### src/rtl/control_cmd_reportbrightness.sv
// Brightness report responder: tracks the committed brightness and, on query, sends a header/value frame over a valid/ready byte link.
// Optional build macro REPORTBRIGHTNESS_CHECKSUM_EN appends a header^value checksum byte.
module control_cmd_reportbrightness #(
  parameter int          BRIGHTNESS_LEVELS = 6,
  parameter logic [7:0]  RESP_HEADER       = 8'h42
) (
  input  logic                         clk,
  input  logic                         reset,
  input  logic [BRIGHTNESS_LEVELS-1:0] brightness_in,
  input  logic                         brightness_change_en,
  input  logic                         enable,
  input  logic                         tx_ready,
  output logic [7:0]                   tx_data,
  output logic                         tx_valid,
  output logic                         busy,
  output logic                         done
);

  typedef enum logic [2:0] {
    IDLE,
    SEND_HDR,
    SEND_VAL,
`ifdef REPORTBRIGHTNESS_CHECKSUM_EN
    SEND_CHK,
`endif
    DONE
  } state_t;

  state_t                         state, state_next;
  logic [BRIGHTNESS_LEVELS-1:0]   brightness_q;
  logic [BRIGHTNESS_LEVELS-1:0]   snapshot_q;
  logic [7:0]                     value_byte;
  logic                           accept;

  assign accept = tx_valid && tx_ready;

  // NOTE: sequential state uses non-blocking assignments so every register samples pre-edge values.
  always_ff @(posedge clk) begin
    if (reset) begin
      state        <= IDLE;
      brightness_q <= '0;
      snapshot_q   <= '0;
    end else begin
      state <= state_next;
      if (brightness_change_en)
        brightness_q <= brightness_in;
      // A same-cycle update bypasses the register so the query reports the newest value.
      if (state == IDLE && enable)
        snapshot_q <= brightness_change_en ? brightness_in : brightness_q;
    end
  end

  // NOTE: each combinational output gets a default first so no path infers a latch.
  always_comb begin
    value_byte                          = '0;
    value_byte[BRIGHTNESS_LEVELS-1:0]   = snapshot_q;
  end

  always_comb begin
    state_next = state;
    case (state)
      IDLE:     if (enable) state_next = SEND_HDR;
      SEND_HDR: if (accept) state_next = SEND_VAL;
`ifdef REPORTBRIGHTNESS_CHECKSUM_EN
      SEND_VAL: if (accept) state_next = SEND_CHK;
      SEND_CHK: if (accept) state_next = DONE;
`else
      SEND_VAL: if (accept) state_next = DONE;
`endif
      DONE:     state_next = IDLE;
      default:  state_next = IDLE;
    endcase
  end

  always_comb begin
    tx_data  = '0;
    tx_valid = 1'b0;
    busy     = (state != IDLE);
    done     = 1'b0;
    case (state)
      SEND_HDR: begin
        tx_valid = 1'b1;
        tx_data  = RESP_HEADER;
      end
      SEND_VAL: begin
        tx_valid = 1'b1;
        tx_data  = value_byte;
      end
`ifdef REPORTBRIGHTNESS_CHECKSUM_EN
      SEND_CHK: begin
        tx_valid = 1'b1;
        tx_data  = RESP_HEADER ^ value_byte;
      end
`endif
      DONE:     done = 1'b1;
      default:  ;
    endcase
  end

endmodule

### config.mk
export PLATFORM = sky130hd
export DESIGN_NAME = control_cmd_reportbrightness
export DESIGN_NICKNAME = d
export VERILOG_FILES = /design/src/rtl/control_cmd_reportbrightness.sv
export SDC_FILE = /design/constraint.sdc
export NUM_CORES = 1
export LEC_CHECK = 0
export CAP_MARGIN = 20
export CORE_AREA = 2 2 39 41
export DETAILED_ROUTE_END_ITERATION = 8
export DIE_AREA = 0 0 41 43
export DONT_BUFFER_PORTS = 1
export GPL_TIMING_DRIVEN = 0
export PLACE_DENSITY = 0.77
export REMOVE_ABC_BUFFERS = 1
export SLEW_MARGIN = 20
export SYNTH_ARGS = -nofsm -noshare
export SYNTH_HDL_FRONTEND = slang
export SYNTH_SLANG_ARGS = --single-unit
### constraint.sdc
create_clock -name clk -period 4 [get_ports clk]
set_input_delay 0.8 -clock clk [delete_from_list [all_inputs] [get_ports clk]]
set_output_delay 0.8 -clock clk [all_outputs]
set_load 0.05 [all_outputs]
=== Yosys cells after proc, flatten, opt, wreduce, memory -nomap -nowiden ===
Index checks and enable logic that the tools add are counted.

* Memory bits (writable): 0
* Memories kept: 0
* Output and inout bits: 11
* Bits in registers: 15
* Word-level logic and storage cells: 23
* Latch bits: 0
* Bits in read-only memories: 0

* Divide/modulo/power cells: 0
* Multipliers: 0
* Equal/unequal tests: 6
* $add $sub $neg: 0
* Reduce and logical (&&, ||, !) cells: 6
* $lt $le $gt $ge: 0
* Bitwise operators: 0
* Multiplexer cells: 8
* Shift-type cells: 0

{| class="wikitable"
|+ Operators by type and width
! operator !! count
|-
| $pmux W7 S2 || 1
|-
| $mux W3 || 3
|-
| $pmux W3 S3 || 1
|-
| $eq A3 B2 Y1 const B || 2
|-
| $mux W6 || 1
|-
| $ne A2 B2 Y1 const B || 3
|-
| $eq A3 B1 Y1 const B || 1
|-
| $logic_not A3 Y1 || 1
|-
| $reduce_and A3 Y1 || 1
|-
| $reduce_bool A3 Y1 || 1
|-
| $logic_and A1 B1 Y1 || 2
|-
| $mux W1 || 2
|-
| $reduce_or A2 Y1 || 1
|}

=== Logic depth before layout (Yosys ltp) ===
* Depth in word-level cells: 6
* Gate-level depth with buffers: 6
* Mapped depth without buffers: 5

=== Worst setup path before layout ===
Ideal clock, no wire load.

* Kind: register to output
* From: register state[0]
* To: output port tx_data[1]
* Data required time: 3.200 ns
* Buffers on the path: 0
* Cell stages (with the launch flop): 5
* Arrival: 1.896 ns
* Setup slack: 1.304 ns
* Path through: dfxtp_1 inv_1 ha_1 inv_1 nor2_1

* Word-level cells in the longest chain between the ends: 2

{| class="wikitable"
|+ Ends and longest elaborated chain
! what !! RTL line !! source
|-
| from (decl) || 29 || <nowiki>state_t state, state_next;</nowiki>
|-
| from (signal assigned) || 44 || <nowiki>state <= state_next;</nowiki>
|-
| $eq A3 B2 Y1 / $eq A3 B1 Y1 (equally long branches) || 80 || <nowiki>case (state)</nowiki>
|-
| $pmux W7 S2 * || 80 ||
|-
| to (decl) || 13 || <nowiki>output logic [7:0] tx_data,</nowiki>
|}

Mark *: on every way between the ends. The rest lies on a longest branch, timed or not.

=== Worst setup path after layout ===
* From: register state[1]
* To: output port tx_data[1]

Same word-level chain as after synthesis.

==> impl_metrics.yaml <==
power_and_ir_drop:
  leakage_nw: 0.322
  p_per_area_nw_per_um2: 769
  max-vdd-ir-drop_v: 0.000384
global_routing:
  grt_pass1_vias: 415
  grt_max_degree: 17
  track_usage_pct: 14.8
  grt_remaining_overflow: 0
  grt_pass1_wl_um: 1760
  grt_antenna_before_repair: 0
timing:
  skew_ns: 0.000685
  worst_pin_slew_ns: 0.892
  slew_headroom_pct: 40.3
  fmax_mhz: 322
  fin_crit_sh_pct: 77.6
  setup_tns_ns: 0
  fin_ws_ns: 0.895
  slew_violations: 0
  rsz0062_at_grt: "no"
  hold_violations: 0
  setup_violations: 0
  period_needed_ns: 3.11
floorplan:
  die_area_um2: 1760
  die_w_um: 41
  start_util_pct: 51.1
  die_h_um: 43
  io_pins: 22
  rows: 14
  core_region_area_um2: 1380
worst_setup_path:
  path_max_fanout: 5
  startpoint: "state[1]"
  timing.rr.start: "state[1]"
  rrSetupSlack_ns: 1.86
  worstPathRequired_ns: 3.20
  start_kind: "flip-flop"
  reg2reg_to: "state[0]"
  end_kind: "primary output"
  worstPathArrival_ns: 2.31
  cp-endpoint: "tx_data[1]"
  path_class: "reg2out"
  r2r_cells: 5
placement:
  pre_cts_ws_ns: 1.17
  dp_hpwl_um: 863
  gp_congestion: 0.656
  place_area_um2: 706
  io_buffers: 0
synth:
  ys.flop_type: "dfxtp_1"
  yosysSeqAreaShare_pct: 39.6
  yosys_warnings: 0
  netlist_area_um2: 707
  yosys.cell_types.count: 18
  syn_area_per_cell_um2: 9.82
  synthCells: 72
  async_flop_share_pct: 0
  synth_edf_count: 0
  synth_largest_area_cell: "dfxtp_1"
  ys_top_cells_by_area: "dfxtp_1 (40%), ha_1 (11%), mux2i_1 (9.9%)"
  ys_ff_latch: 14
  yosys.cell_count.top_type: "nor2_1"
  yosys-top-cells-count: "nor2_1 (15), dfxtp_1 (14), mux2i_1 (7)"
  synth.top_cell.area_share_pct: 39.6
clocking:
  postCtsSetupRepairBufs: 0
  cts.sinks: 14
  root_buffer: "clkbuf_4"
  cts_tree: "yes"
  cts_buffers: 3
  cts_hold_buf: 0
  clock_latency_ns: 0.27
  clk_pin_slew_worst_paths_ns: 0.08
  clockBufferDepth: 2
  cts-htree-levels: 1
  cts_resized: 0
route:
  drtIter0Drc: 7
  firstDrtPassIters: 4
  postRouteAntennaNets: 0
  wl_per_cell_um: 12.5
  drc_errors: 0
  vias: 446
  drt_wl_total_um: 1090
  vias_per_cell: 5.13
finish:
  fin_nets: 90
  design_area_um2: 728
  syn2layout_area_growth_pct: 3.01
  insertedDiodeCount: 0
  post-route-util_pct: 52.6
  fillers: 137
  drive_gt1_share_pct: 11.3
run:
  maxCapViolCount: 0
outcome:
  outcome: "completed"
worst_hold_path:
  hp-class: "reg2reg"
[critical path, cell delays in order (launching register included)]
cell and delay, ns:
dfxtp_1 0.41, inv_1 0.11, ha_1 0.61, inv_1 0.17, nor2_1 0.73
[power by group]
group | switching (mW) | total, mW | internal (mW)
logic | 0.201 | 0.297 | 0.0962
registers | 0.0183 | 0.187 | 0.168
clock network | 0.0412 | 0.0760 | 0.0348
[through the flow]
step | std cells | hold slack, ns | total power, mW
after floorplan | 68 | 0.456 | 0.458
after global placement | 84 | 0.474 | 0.482
after detailed placement | 84 | 0.484 | 0.491
after CTS | 87 | 0.494 | 0.566
after global routing | 87 | 0.524 | 0.598
final | 87 | 0.491 | 0.560
[state kept, by name, indices dropped and copies added (netlist names)]
register,count
state,2
snapshot_q,6
brightness_q,6
[area by class of cell]
class | instances | area, um^2 | share of cell area, %
inverter | 4 | 15.0 | 2.06
multi-input combinational | 50 | 390 | 53.6
tap | 16 | 20.0 | 2.75
sequential | 14 | 280 | 38.5
clock buffer | 3 | 22.5 | 3.09
[worst min-delay path by stage]
stage / from / cells after the start / endpoint / slack [ns]
after floorplan: brightness_q[2] / 2 / brightness_q[2] / 0.46
after global placement: brightness_q[2] / 2 / brightness_q[2] / 0.47
after detailed placement: snapshot_q[3] / 2 / snapshot_q[3] / 0.48
after CTS: snapshot_q[3] / 2 / snapshot_q[3] / 0.49
after global routing: brightness_q[1] / 2 / brightness_q[1] / 0.52
final: snapshot_q[3] / 2 / snapshot_q[3] / 0.49
[per-layer routing]
metal  vias up  wire length [um]  GRT usage, %
met1       197               511          19.4
met3         2                74          5.76
met2        13               488          21.3
met5         -                 0             0
met4         0                13          6.00
li1        234                 -             -
[layout by cell type, fill, tap and decap left out, drive strengths merged]
cell     count
and2b        1
nand2b       2
and2         6
conb         1
a2111oi      1
mux2i        7
nor3         1
a21oi        1
dfxtp       14
clkbuf       3
inv          4
nor2        15
mux2         1
ha           6
a211oi       6
nor2b        2
[cell families after synthesis]
| group | share of synthesized area [%] |
|---|---|
| fa+ha+maj | 10.6 |
| mux | 12.0 |
| simple gates | 21.1 |
| compound gates | 11.0 |
| other cells | 0.530 |
| flops | 39.6 |
| buf+inv | 5.13 |
(Power assumes the default switching activity.)
==> RTL edit 1, RTL diff (same settings) <==
The 4 states of `state_t` get a Gray code encoding in 2 bits.
--- a/src/rtl/control_cmd_reportbrightness.sv
+++ b/src/rtl/control_cmd_reportbrightness.sv
@@ -16,14 +16,14 @@
   output logic                         done
 );
 
-  typedef enum logic [2:0] {
-    IDLE,
-    SEND_HDR,
-    SEND_VAL,
+  typedef enum logic [1:0] {
+    IDLE     = 2'b00,
+    SEND_HDR = 2'b01,
+    SEND_VAL = 2'b11,
 `ifdef REPORTBRIGHTNESS_CHECKSUM_EN
     SEND_CHK,
 `endif
-    DONE
+    DONE     = 2'b10
   } state_t;
 
   state_t                         state, state_next;
Behaviour: same outputs for any inputs over 10 cycles, from zero or initial values and one cycle with reset high; not proved beyond that.
==> RTL edit 1 against the unedited design <==
  * Routed wire length is 7.0% lower
  * Cell area is 16% lower
  * Fmax grew 9.0%
  * Count of clock-buffer cells in the layout unchanged
  * Register-to-register slack gained 560 ps
  * Synthesized cell count decreased by 13%
  * Synthesized area fell by 12%
  * Worst setup slack gained 260 ps
  * Sequential cell count unchanged
  * Critical endpoint unchanged
Power is not compared: it rests on default switching activity, and its combinational part moved more than twofold at a synthesized area within 25%.
==> RTL edit 1: results (changes against the unedited design) <==
{
  "worst_slew_margin_rel": {"value": 32.5, "unit": "%", "change": "-7.8 points"},
  "grt_pass1_vias": {"value": 334, "change": "-20%"},
  "worst_path_max_delay_cell": "sky130_fd_sc_hd__a21boi_1",
  "crit_path_max_fanout": {"value": 13, "change": "+8"},
  "drt-vias-per-instance": {"value": 5.37, "change": "+4.8%"},
  "gr-usage-all-layers": {"value": 12.2, "unit": "%", "change": "-2.6 points"},
  "seq_area_frac_synth": {"value": 45.3, "unit": "%", "change": "+5.6 points"},
  "outcome": "finished clean",
  "final_nets": {"value": 72, "change": "-20%"},
  "async_reset_ff_share": {"value": 0, "unit": "%", "change": "unchanged"},
  "worst_setup_slack_after_placement": {"value": 1450, "unit": "ps", "change": "+286 ps"},
  "detail_route.iter0.violations": {"value": 15, "change": "+8"},
  "final_critical_path_setup_slack": {"value": 1150, "unit": "ps", "change": "+257 ps"},
  "placement.cell_area": {"value": 587, "unit": "um2", "change": "-17%"},
  "timing.critical_path.arrival": {"value": 2050, "unit": "ps", "change": "-260 ps"},
  "cts.htree.levels": {"value": 1, "change": "unchanged"},
  "post_route_cells_drive_above_1_share": {"value": 16.9, "unit": "%", "change": "+5.7 points"},
  "synth_cell_type_count": {"value": 21, "change": "+3"},
  "worst_path_largest_cell_delay": {"value": 900, "unit": "ps", "change": "+170 ps"},
  "synthTopCellsByArea": "sky130_fd_sc_hd__dfxtp_1 45%, sky130_fd_sc_hd__mux2i_1 9.7%, sky130_fd_sc_hd__nor2_1 8.5%",
  "peakVddDrop_mv": 0.137,
  "num_vias": {"value": 403, "change": "-9.6%"},
  "gp_congestion": {"value": 0.628, "change": "-4.3%"},
  "largest_net_degree_at_the_start_of_global_routing": {"value": 15, "change": "-2"},
  "synth_common_cells": "14 x sky130_fd_sc_hd__dfxtp_1, 14 x sky130_fd_sc_hd__nor2_1, 6 x sky130_fd_sc_hd__mux2i_1",
  "internal_power_uw": 198,
  "clock-skew-final": {"value": 1.96, "unit": "ps", "change": "+1.27 ps"},
  "clk-insertion-delay-late_ps": 280,
  "wl_per_cell": {"value": 13.5, "unit": "um", "change": "+7.9%"},
  "dpl.hpwl": {"value": 724, "unit": "um", "change": "-16%"},
  "critPathTopFamily": "compound AO/OA/AOI/OAI gates",
  "syn-mean-instance-area": {"value": 9.83, "unit": "um2", "change": "+0.13%"},
  "first_pass_grt_wire_length": {"value": 1440, "unit": "um", "change": "-18%"}
}
## RTL edit 1: cells by family (layout without fill, tap and decap cells)
kind of cell / Yosys count / in the layout / synth area share, %
AOI/OAI and AO/OA: 8 / 8 / 12.5
buffers and inverters: 8 / 4 / 9.09
DFF: 14 / 14 / 45.3
muxes: 6 / 6 / 9.70
other: 1 / 1 / 0.605
and+or+nand+nor: 26 / 26 / 22.8
## RTL edit 1: stage by stage
stage                     power, uW  util (%)
after CTS                       281      44.0
after global placement          201      42.4
after detailed placement        203      42.4
after floorplan                 198         -
after global routing            289      44.0
final                           278      44.0
## RTL edit 1: routing by layer
layer	global-route usage, %	part of all wire, %	wire (um)	vias to the layer above
met1	13.8	41	419	180
li1	-	-	-	200
met2	18.1	49	494	21
met4	8.00	1.4	14	0
met5	0	0	0	-
met3	4.71	8.2	83	2
## RTL edit 1: final cells by class
type,instances,area (um2)
Fill cell,144,774
Multi-Input combinational cell,41,283
Sequential cell,14,280
Clock buffer,3,22.5
Tap cell,16,20.0
Inverter,1,3.75
## RTL edit 1: final timing paths
check | depth (start not counted) | from | slack (ps) | to
min | 2 | snapshot_q[5]$_SDFFE_PP0P_ | 500 | snapshot_q[5]$_SDFFE_PP0P_
max reg2reg | 3 | state[0]$_SDFFE_PP0P_ | 2420 | snapshot_q[4]$_SDFFE_PP0P_
max | 1 | state[0]$_SDFFE_PP0P_ | 1150 | tx_data[1]
min reg2reg | 2 | snapshot_q[5]$_SDFFE_PP0P_ | 500 | snapshot_q[5]$_SDFFE_PP0P_
## RTL edit 1: power groups by stage
| stage | logic, uW | registers [uW] | clock network, uW |
|---|---|---|---|
| 6_report | 40.1 | 159 | 79.0 |
| 2_1_floorplan | 37.2 | 160 | 0 |
| 5_1_grt | 43.5 | 161 | 84.7 |
| 3_3_place_gp | 39.3 | 162 | 0 |
| 4_1_cts | 40.5 | 159 | 80.8 |
| 3_5_place_dp | 40.4 | 163 | 0 |
==> RTL edit 2, RTL diff (same flow settings) <==
Made on the original files. Add a define of `REPORTBRIGHTNESS_CHECKSUM_EN`.
--- a/src/rtl/control_cmd_reportbrightness.sv
+++ b/src/rtl/control_cmd_reportbrightness.sv
@@ -1,5 +1,7 @@
 // Brightness report responder: tracks the committed brightness and, on query, sends a header/value frame over a valid/ready byte link.
 // Optional build macro REPORTBRIGHTNESS_CHECKSUM_EN appends a header^value checksum byte.
+`define REPORTBRIGHTNESS_CHECKSUM_EN
+
 module control_cmd_reportbrightness #(
   parameter int          BRIGHTNESS_LEVELS = 6,
   parameter logic [7:0]  RESP_HEADER       = 8'h42
Function: changed (a bounded check fails within 4 cycles, from zero or initial values and one cycle with reset high).
==> RTL edit 2 against the unedited design <==
  * Worst setup slack improved by 600 ps
  * Routed wire length decreased by 8.7%
  * Clock skew increased by 1.7 ps
  * Sequential share of layout area increased by 7.0 points
  * Global-route usage decreased by 2.4 points
  * Sequential cell count increased by 1
  * Critical path depth decreased by 1
  * Synthesized area decreased by 7.1%
  * Largest cell class unchanged
  * Cell area decreased by 9.3%
  * Highest routed layer is now met3
  * Register-to-register slack improved by 690 ps
Power is not compared: it rests on default switching activity, and its combinational part moved more than twofold at a synthesized area within 25%.
==> RTL edit 2: results (changes against the unedited design) <==
{
  "drt-vias-per-instance": {"value": 5.13, "change": "+0.15%"},
  "nFlopsAndLatches": {"value": 15, "change": "+1"},
  "dpl.hpwl": {"value": 738, "unit": "um", "change": "-15%"},
  "timing.critical_path.arrival": {"value": 1710, "unit": "ps", "change": "-600 ps"},
  "seq_area_frac_synth": {"value": 45.7, "unit": "%", "change": "+6.1 points"},
  "gp_congestion": {"value": 0.645, "change": "-1.7%"},
  "outcome": "finished clean",
  "regToRegStartpoint": "state[0]$_SDFFE_PP0P_",
  "final-seq-area": {"value": 300, "unit": "um2", "change": "+7.1%"},
  "routed-wl-met2": {"value": 458, "unit": "um", "change": "-6.1%"},
  "synthTopCellsByArea": "sky130_fd_sc_hd__dfxtp_1 46%, sky130_fd_sc_hd__mux2i_1 9.1%, sky130_fd_sc_hd__nor2_1 8.6%",
  "nClkBuffers": {"value": 4, "change": "+1"},
  "detail_route.iter0.violations": {"value": 3, "change": "-4"},
  "global_route.usage.met1": {"value": 18.3, "unit": "%", "change": "-1.1 points"},
  "crit_path_max_fanout": {"value": 7, "change": "+2"},
  "hold_path_startpoint": "snapshot_q[0]$_SDFFE_PP0P_",
  "grt_pass1_vias": {"value": 356, "change": "-14%"},
  "final_nets": {"value": 78, "change": "-13%"},
  "worst_path_largest_cell_delay": {"value": 680, "unit": "ps", "change": "-50 ps"},
  "synth_common_cells": "15 x sky130_fd_sc_hd__dfxtp_1, 15 x sky130_fd_sc_hd__nor2_1, 6 x sky130_fd_sc_hd__and2_1, 6 x sky130_fd_sc_hd__mux2i_1, 4 x sky130_fd_sc_hd__a211oi_1",
  "post_route_cells_drive_above_1_share": {"value": 9.09, "unit": "%", "change": "-2.2 points"},
  "highest-signal-layer": "met3",
  "first_pass_grt_wire_length": {"value": 1480, "unit": "um", "change": "-16%"},
  "gr-usage-all-layers": {"value": 12.5, "unit": "%", "change": "-2.4 points"},
  "ff2ff_path_depth": {"value": 3, "change": "-2"},
  "grtUsageMet3": {"value": 3.14, "unit": "%", "change": "-2.6 points"}
}
## RTL edit 2: cell families (layout without fill, tap and decap cells)
family	after synthesis	after routing	synth area share, %
AND/OR/NAND/NOR	30	30	24.6
flip-flops	15	15	45.7
multiplexers	7	7	10.9
other	1	1	0.571
XOR/XNOR	2	2	2.67
AO/OA/AOI/OAI	7	7	9.14
buffers and inverters	6	4	6.48
## RTL edit 2: report_power, final
part | leakage [uW] | switching, uW | internal, uW | total, uW
sequential | 0.000124 | 8.06 | 161 | 169
combinational | 0.000131 | 45.0 | 17.8 | 62.8
clock | 0.0000150 | 41.2 | 38.5 | 79.8
total | 0.000270 | 94.3 | 218 | 312
## RTL edit 2: through the flow
step           util [%]  hold slack, ps  setup slack (ps)  cells  cell area [um2]
3_5_place_dp       45.8             481              1780     78              634
2_1_floorplan         -             456              1870     62              614
6_report           47.7             490              1490     82              661
4_1_cts            47.7             493              1470     82              661
3_3_place_gp       45.8             470              1810     78              634
5_1_grt            47.7             518              1410     82              661
